[config.mk]
export PLATFORM = sky130hd
export DESIGN_NAME = hilo_mult_ctrl
export DESIGN_NICKNAME = d
export VERILOG_FILES = /design/src/rtl/hilo_mult_ctrl.sv
export SDC_FILE = /design/constraint.sdc
export NUM_CORES = 1
export LEC_CHECK = 0
export ABC_AREA = 1
export CAP_MARGIN = 20
export CORE_MARGIN = 1.5
export CORE_UTILIZATION = 45
export DETAILED_ROUTE_END_ITERATION = 7
export HOLD_SLACK_MARGIN = 0.1
export PLACE_DENSITY = 0.87
export SLEW_MARGIN = 20
export SYNTH_ARGS = -nofsm -noshare
export SYNTH_HDL_FRONTEND = slang
export SYNTH_SLANG_ARGS = --single-unit
[constraint.sdc]
create_clock -name clk -period 2.1 [get_ports clk]
set_clock_uncertainty 0.15 [all_clocks]
set_input_delay 0.21 -clock clk [delete_from_list [all_inputs] [get_ports clk]]
set_output_delay 0.21 -clock clk [all_outputs]
set_load 0.01 [all_outputs]
[src/rtl/hilo_mult_ctrl.sv]
// HI/LO register file and issue controller for an external Booth multiplier.
// Accepts mult/multu/mthi/mtlo in IDLE; reads combinational, stalled while a multiply is in flight.
module hilo_mult_ctrl #(
    parameter int TIMEOUT_CYC = 24
) (
    input  logic        clk,
    input  logic        reset,
    input  logic        req,
    input  logic [1:0]  op,
    input  logic [31:0] rs_val,
    input  logic [31:0] rt_val,
    output logic        ack,
    output logic        busy,
    input  logic        rd_req,
    input  logic        rd_sel,
    output logic [31:0] rd_data,
    output logic        rd_stall,
    output logic        mul_start,
    output logic [33:0] mul_a,
    output logic [33:0] mul_b,
    input  logic [67:0] mul_s,
    input  logic        mul_endm,
    output logic [31:0] hi,
    output logic [31:0] lo,
    output logic        done,
    output logic        err
);

    localparam int CW = $clog2(TIMEOUT_CYC + 1);
    localparam logic [CW-1:0] LAST_WAIT = CW'(TIMEOUT_CYC - 1);

    typedef enum logic [1:0] {
        IDLE  = 2'd0,
        START = 2'd1,
        WAIT  = 2'd2
    } state_t;

    state_t      r_state;
    state_t      w_next;
    logic [CW-1:0] r_cnt;
    logic [33:0] r_a;
    logic [33:0] r_b;
    logic [31:0] r_hi;
    logic [31:0] r_lo;
    logic        r_err;
    logic        r_done;
    logic        w_commit;
    logic        w_timeout;
    logic [1:0]  w_ext_a;
    logic [1:0]  w_ext_b;
    logic        w_unused;

    // Product bits above 63 are never architecturally visible.
    assign w_unused = ^mul_s[67:64];

    always_ff @(posedge clk) begin
        if (reset) begin
            r_state <= IDLE;
        end else begin
            r_state <= w_next;
        end
    end

    always_comb begin
        w_next    = r_state;
        ack       = 1'b0;
        w_commit  = 1'b0;
        w_timeout = 1'b0;
        case (r_state)
            IDLE: begin
                ack = req;
                if (req && !op[1]) begin
                    w_next = START;
                end
            end
            START: begin
                w_next = WAIT;
            end
            WAIT: begin
                // A result arriving on the timeout cycle still wins.
                if (mul_endm) begin
                    w_commit = 1'b1;
                    w_next   = IDLE;
                end else if (r_cnt == LAST_WAIT) begin
                    w_timeout = 1'b1;
                    w_next    = IDLE;
                end
            end
            default: begin
                w_next = IDLE;
            end
        endcase
    end

    assign w_ext_a = op[0] ? 2'b00 : {2{rs_val[31]}};
    assign w_ext_b = op[0] ? 2'b00 : {2{rt_val[31]}};

    always_ff @(posedge clk) begin
        if (reset) begin
            r_cnt  <= '0;
            r_a    <= '0;
            r_b    <= '0;
            r_hi   <= '0;
            r_lo   <= '0;
            r_err  <= 1'b0;
            r_done <= 1'b0;
        end else begin
            r_done <= w_commit;
            r_cnt  <= (r_state == WAIT) ? r_cnt + 1'b1 : '0;
            if (ack && !op[1]) begin
                r_a <= {w_ext_a, rs_val};
                r_b <= {w_ext_b, rt_val};
            end
            if (ack && op == 2'b10) begin
                r_hi <= rs_val;
            end
            if (ack && op == 2'b11) begin
                r_lo <= rs_val;
            end
            if (w_commit) begin
                r_hi <= mul_s[63:32];
                r_lo <= mul_s[31:0];
            end
            if (w_timeout) begin
                r_err <= 1'b1;
            end
        end
    end

    assign busy      = (r_state != IDLE);
    assign mul_start = (r_state == START);
    assign mul_a     = r_a;
    assign mul_b     = r_b;
    assign hi        = r_hi;
    assign lo        = r_lo;
    assign err       = r_err;
    assign done      = r_done;
    assign rd_data   = rd_sel ? r_hi : r_lo;
    assign rd_stall  = rd_req & busy;

endmodule
Word level (Yosys, flattened, before mapping). Index checks and enable logic that the tools add are counted. Widths: inputs -> output; s select.

Add/subtract/negate cells: 1. Eq/ne operators: 7. Multiplexer cells: 17. Bitwise operators: 2. Reduce and logical (&&, ||, !) cells: 11.

Operator list (number): $mux 32 (5); $mux 2 (5); $eq 2x2->1 const B (3); $mux 1 (6); $pmux 2 s3 (1); $reduce_bool 2->1 (3); $add 5x1->5 const B (1); $eq 5x5->1 const B (1); $logic_and 1x1->1 (4); $ne 3x3->1 const B (1); $eq 2x1->1 const B (1); $logic_not 2->1 (1); $ne 2x2->1 const B (1); $reduce_and 2->1 (1); $reduce_or 2->1 (1); $and 1x1->1 (1); $logic_not 1->1 (1); $not 1->1 (1).

Bits in registers: 141. Bits of input ports: 140. Output and inout bits: 170. Logic and storage cells: 46.

Longest topological paths before layout.
Depth in word-level cells: 5. Depth in mapped cells: 8. Gate-level depth less buffers: 7.

Worst setup path after synthesis. OpenSTA, ideal clock, no wires.

Kind: reg2reg. Start: reg r_state[0]. End: reg r_lo[21] (netlist: lo[21]). Setup time: 0.112 ns. Data arrival time: 1.100 ns. Data required time: 1.838 ns. Slack: 0.738 ns. Cell stages (with the launch flop): 7. Buffers on the path: 1. Clock period less this slack: 1.362 ns. Path through: dfxtp_1 > nor2_4 > nand3_1 > clkbuf_1 > nand3_1 > nand2_1 > nor2_1.

Word-level cells in the longest chain between the ends: 4. Elaborated cells between the ends (all ways): 7. Those cells by class: eq/ne (1); mux (3); reduce/logical (3).

Ends and longest elaborated chain: start, declared (line 38) `state_t r_state;`; start signal, assigned (line 60) `r_state <= w_next;`; $logic_not 2->1 (line 69) `case (r_state)`; $mux 1 (line 69); $logic_and 1x1->1 (line 117) `if (ack && op == 2'b11) begin`; $reduce_bool 2->1 (no line); end signal, assigned (line 118) `r_lo <= rs_val;`; end signal, assigned (line 122) `r_lo <= mul_s[31:0];`; end, declared (line 44) `logic [31:0] r_lo;`.

Parallel ways exist; a longest one is shown, timed or not. A chain may end at the register's enable or synchronous reset.

Worst setup path after layout.
Start: reg r_lo[30] (netlist: lo[30]). End: out rd_data[30].

Word-level cells in the longest chain between the ends: 1.

Ends and longest elaborated chain: $mux 32 (line 138) `assign rd_data = rd_sel ? r_hi : r_lo;`; end, declared (line 16) `output logic [31:0] rd_data,`.

No other way between the ends.

==> qor.json <==
{
  "met2_length": {"value": 10980, "unit": "um"},
  "fin_setup_tns": {"value": 0, "unit": "ns"},
  "cp_cell_sequence": {"value": "inv_1 > o21ai_0 > clkdlybuf4s50_1"},
  "rrSetupSlack": {"value": 0.19, "unit": "ns"},
  "synth.area.mux_share": {"value": 0},
  "initial_core_util": {"value": 0.4652},
  "ir_worst_vdd": {"value": 0.4752, "unit": "mV"},
  "synth_adder_area_share": {"value": 0.001923},
  "fin_nets": {"value": 1422},
  "cts_hold_buffers": {"value": 0},
  "multi_input_area": {"value": 3035, "unit": "um^2"},
  "synth_top_area_cell": {"value": "sky130_fd_sc_hd__dfxtp_1"},
  "ios": {"value": 310},
  "route.layer.met1.wl": {"value": 9195, "unit": "um"},
  "floorplan.die.width": {"value": 123.3, "unit": "um"},
  "utilization": {"value": 0.7305},
  "grt_pass1_wl": {"value": 34400, "unit": "um"},
  "route.vias.total": {"value": 7364},
  "cts.reportedPaths.clkPinSlew": {"value": 0.06, "unit": "ns"},
  "avgSynthCellArea": {"value": 6.418, "unit": "um^2"},
  "min_path_cells": {"value": 4},
  "drt.antenna.violating_nets": {"value": 0},
  "yosysWarningCount": {"value": 0},
  "synth_ff_type": {"value": "sky130_fd_sc_hd__dfxtp_1"},
  "post_synth_and_or_nand_nor_area_fraction": {"value": 0.3842},
  "hold_path_end": {"value": "lo[1]"},
  "netlist_area": {"value": 6507, "unit": "um^2"},
  "capture_instance_of_the_worst_register_to_register_path": {"value": "hi[30]"},
  "number_of_flops_mapped_to_enable_cells_by_yosys": {"value": 0},
  "rsz_0062_raised_after_global_routing": {"value": "false"},
  "r2r_cells": {"value": 7},
  "post-synth-top-count-cell": {"value": "sky130_fd_sc_hd__nand2_1"},
  "critPathCaptureType": {"value": "output port"},
  "synth-compound-area-share": {"value": 0.08037},
  "yosysSeqAreaShare": {"value": 0.4276},
  "drc_errors": {"value": 0},
  "design.die.area": {"value": 15190, "unit": "um^2"},
  "cap_viol_max_count": {"value": 0},
  "synth_top_family_by_area": {"value": "simple AND/OR/NAND/NOR gates"},
  "worstPathMaxFanout": {"value": 2},
  "antenna_violations_before_repair": {"value": 2},
  "run_status": {"value": "finished, final reports clean"},
  "worst_slew_margin_rel": {"value": 0.3521},
  "dr.max_layer_used": {"value": "met4"},
  "htree_levels": {"value": 4},
  "seq_area": {"value": 2785, "unit": "um^2"},
  "clock_tree.root_cell": {"value": "sky130_fd_sc_hd__clkbuf_16"},
  "final_period_minus_worst_setup_slack": {"value": 2.055, "unit": "ns"},
  "synth_xor_area_frac": {"value": 0},
  "met3_length": {"value": 2003, "unit": "um"},
  "ys_ff_latch": {"value": 139},
  "power.density_cell_area": {"value": 708.6, "unit": "nW/um^2"},
  "yosys.area.top_type_share": {"value": 0.4276},
  "max_clock_freq": {"value": 486.6, "unit": "MHz"},
  "flow.area_growth_from_synthesis": {"value": 57.03, "unit": "%"},
  "report.final.hold_viol_count": {"value": 0},
  "total_leakage_power": {"value": 0.004346, "unit": "uW"},
  "stdcell_area": {"value": 10220, "unit": "um^2"},
  "holdWs": {"value": 0.1209, "unit": "ns"},
  "finalMaxSlewViolations": {"value": 0},
  "coreArea": {"value": 13990, "unit": "um^2"},
  "criticalPathCategory": {"value": "register to output port"},
  "critical-path-max-stage-delay": {"value": 0.60, "unit": "ns"},
  "fillers": {"value": 1109},
  "synth.net_count": {"value": 1155},
  "finalSetupViolations": {"value": 0},
  "cts_sinks": {"value": 139},
  "max-clock-path-buffers": {"value": 2},
  "first_global_vias": {"value": 6561},
  "worstPathRequired": {"value": 1.74, "unit": "ns"},
  "grt_max_degree": {"value": 99},
  "setup.worst_path.start_class": {"value": "register"},
  "clock_latency": {"value": 0.42, "unit": "ns"},
  "routed_wl": {"value": 22950, "unit": "um"},
  "timing.hold.worst.class": {"value": "primary input to register"},
  "synth_top_cells_by_count": {"value": "sky130_fd_sc_hd__nand2_1, sky130_fd_sc_hd__nor2_1, sky130_fd_sc_hd__dfxtp_1"},
  "dr.first_iter.drc_count": {"value": 566},
  "wire_per_inst": {"value": 15.58, "unit": "um"},
  "tritoncts.num_buffers": {"value": 17},
  "netlist_instances": {"value": 1014},
  "ratio_of_cells_with_drive_above_1_in_the_final_layout": {"value": 0.04795},
  "gr-usage-all-layers": {"value": 0.2980},
  "detail_route.vias_per_cell": {"value": 4.999},
  "arrival": {"value": 1.70, "unit": "ns"},
  "drt_first_pass_iters": {"value": 5},
  "stdcell_count": {"value": 1473},
  "hpwlAfterDp": {"value": 16020, "unit": "um"},
  "cell_types_with_the_largest_area_share_after_synthesis": {"value": "sky130_fd_sc_hd__dfxtp_1, sky130_fd_sc_hd__nand2_1, sky130_fd_sc_hd__nand3_1"},
  "chipHeight": {"value": 123.3, "unit": "um"},
  "min-delay-start": {"value": "reset"},
  "critical_r2r_launch": {"value": "r_state[0]"},
  "antenna_cells": {"value": 0},
  "placementRows": {"value": 43},
  "layout_worst_path_cycle_share": {"value": 0.9786},
  "worstMarginPinSlew": {"value": 0.9709, "unit": "ns"},
  "gp_congestion": {"value": 0.9408},
  "place.detailed.instances": {"value": 1441},
  "buffer_ports.inserted": {"value": 305},
  "post_synth_num_cell_types": {"value": 20},
  "tritoncts": {"value": "done"},
  "grt-ovfl-total": {"value": 0},
  "postSynth.asyncResetShare": {"value": 0},
  "place_area": {"value": 9613, "unit": "um^2"},
  "slowest_stage": {"value": "sky130_fd_sc_hd__clkdlybuf4s50_1"}
}
-- metal layers --
metal | up-vias | global-route usage
met5 | - | 0
met2 | 318 | 0.4875
met4 | 0 | 0.1214
li1 | 3700 | -
met1 | 3290 | 0.3680
met3 | 56 | 0.08764
-- layout by cell type, fill, tap and decap left out, types with 2 or more instances in the layout --
master                            synthesis  final
sky130_fd_sc_hd__buf_4                   14      8
sky130_fd_sc_hd__buf_2                   20      3
sky130_fd_sc_hd__dfxtp_1                139    137
sky130_fd_sc_hd__clkbuf_8                 0      3
sky130_fd_sc_hd__inv_2                    3      3
sky130_fd_sc_hd__clkbuf_16                0     17
sky130_fd_sc_hd__a21oi_1                 70     70
sky130_fd_sc_hd__nand2_1                332    332
sky130_fd_sc_hd__o21ai_0                 33     33
sky130_fd_sc_hd__buf_12                   0      8
sky130_fd_sc_hd__clkinv_2                 0      4
sky130_fd_sc_hd__nor2_1                 142    142
sky130_fd_sc_hd__clkdlybuf4s50_1          0    301
sky130_fd_sc_hd__nor2_4                   2      2
sky130_fd_sc_hd__dfxtp_2                  0      2
sky130_fd_sc_hd__bufinv_16                0      2
sky130_fd_sc_hd__inv_1                   80     79
sky130_fd_sc_hd__clkinvlp_4               0      3
sky130_fd_sc_hd__clkinv_4                 0      2
sky130_fd_sc_hd__nand3_1                133    133
-- through the flow --
stage	setup slack, ns	total power (uW)
after global placement	-0.003244	4307
after floorplan	0.7381	3521
after global routing	0.02850	7544
after CTS	0.02289	7272
final	0.04491	7240
after detailed placement	-0.05523	4326
-- where the power goes --
group	leakage [uW]	total, uW	internal (uW)	switching (uW)
clock	0.000284	2960	1830	1130
sequential	0.00114	2870	2780	89.2
combinational	0.00293	1410	739	671
-- how the worst max path moves through the flow --
stage	startpoint	to	cells after the start
after floorplan	r_state[0]	lo[21]	6
after detailed placement	op[0]	hi[28]	8
after global routing	r_state[0]	rd_stall	4
after global placement	op[0]	hi[22]	8
after CTS	r_state[1]	rd_stall	4
final	lo[30]	rd_data[30]	3
-- kinds of logic (layout without fill, tap and decap cells) --
| kind of cell | after synthesis | in the layout |
|---|---|---|
| AOI/OAI and AO/OA | 104 | 104 |
| buffers and inverters | 157 | 436 |
| DFF | 139 | 139 |
| adders and majority gates | 1 | 1 |
| and+or+nand+nor | 613 | 613 |
-- worst max-delay path: cells and delay by family, from the launching register on --
family,cells,cell delay (ns)
compound gates,1,0.27
flops,1,0.34
buf+inv,2,0.67
-- state kept, by name, indices dropped and copies added (netlist names) --
register and cells:
err 1, r_state 2, mul_a 33, hi 32, mul_b 33, lo 32, r_cnt 5, done 1
-- cell type report --
type / count / area share
repair buffers: 322 / 0.3202
multi-input cells: 718 / 0.2970
flip-flops and latches: 139 / 0.2726
clock buffers: 20 / 0.04567
inverters: 83 / 0.03073
well taps: 180 / 0.02204
clock inverters: 11 / 0.01175
-- timing repair --
item | CTS | global route
setup buffers | 1 | 0
setup endpoints to repair | 1 | 6
pin swaps | 1 | 0
resized for setup | 1 | 5
Power figures use the tool's default switching activity.
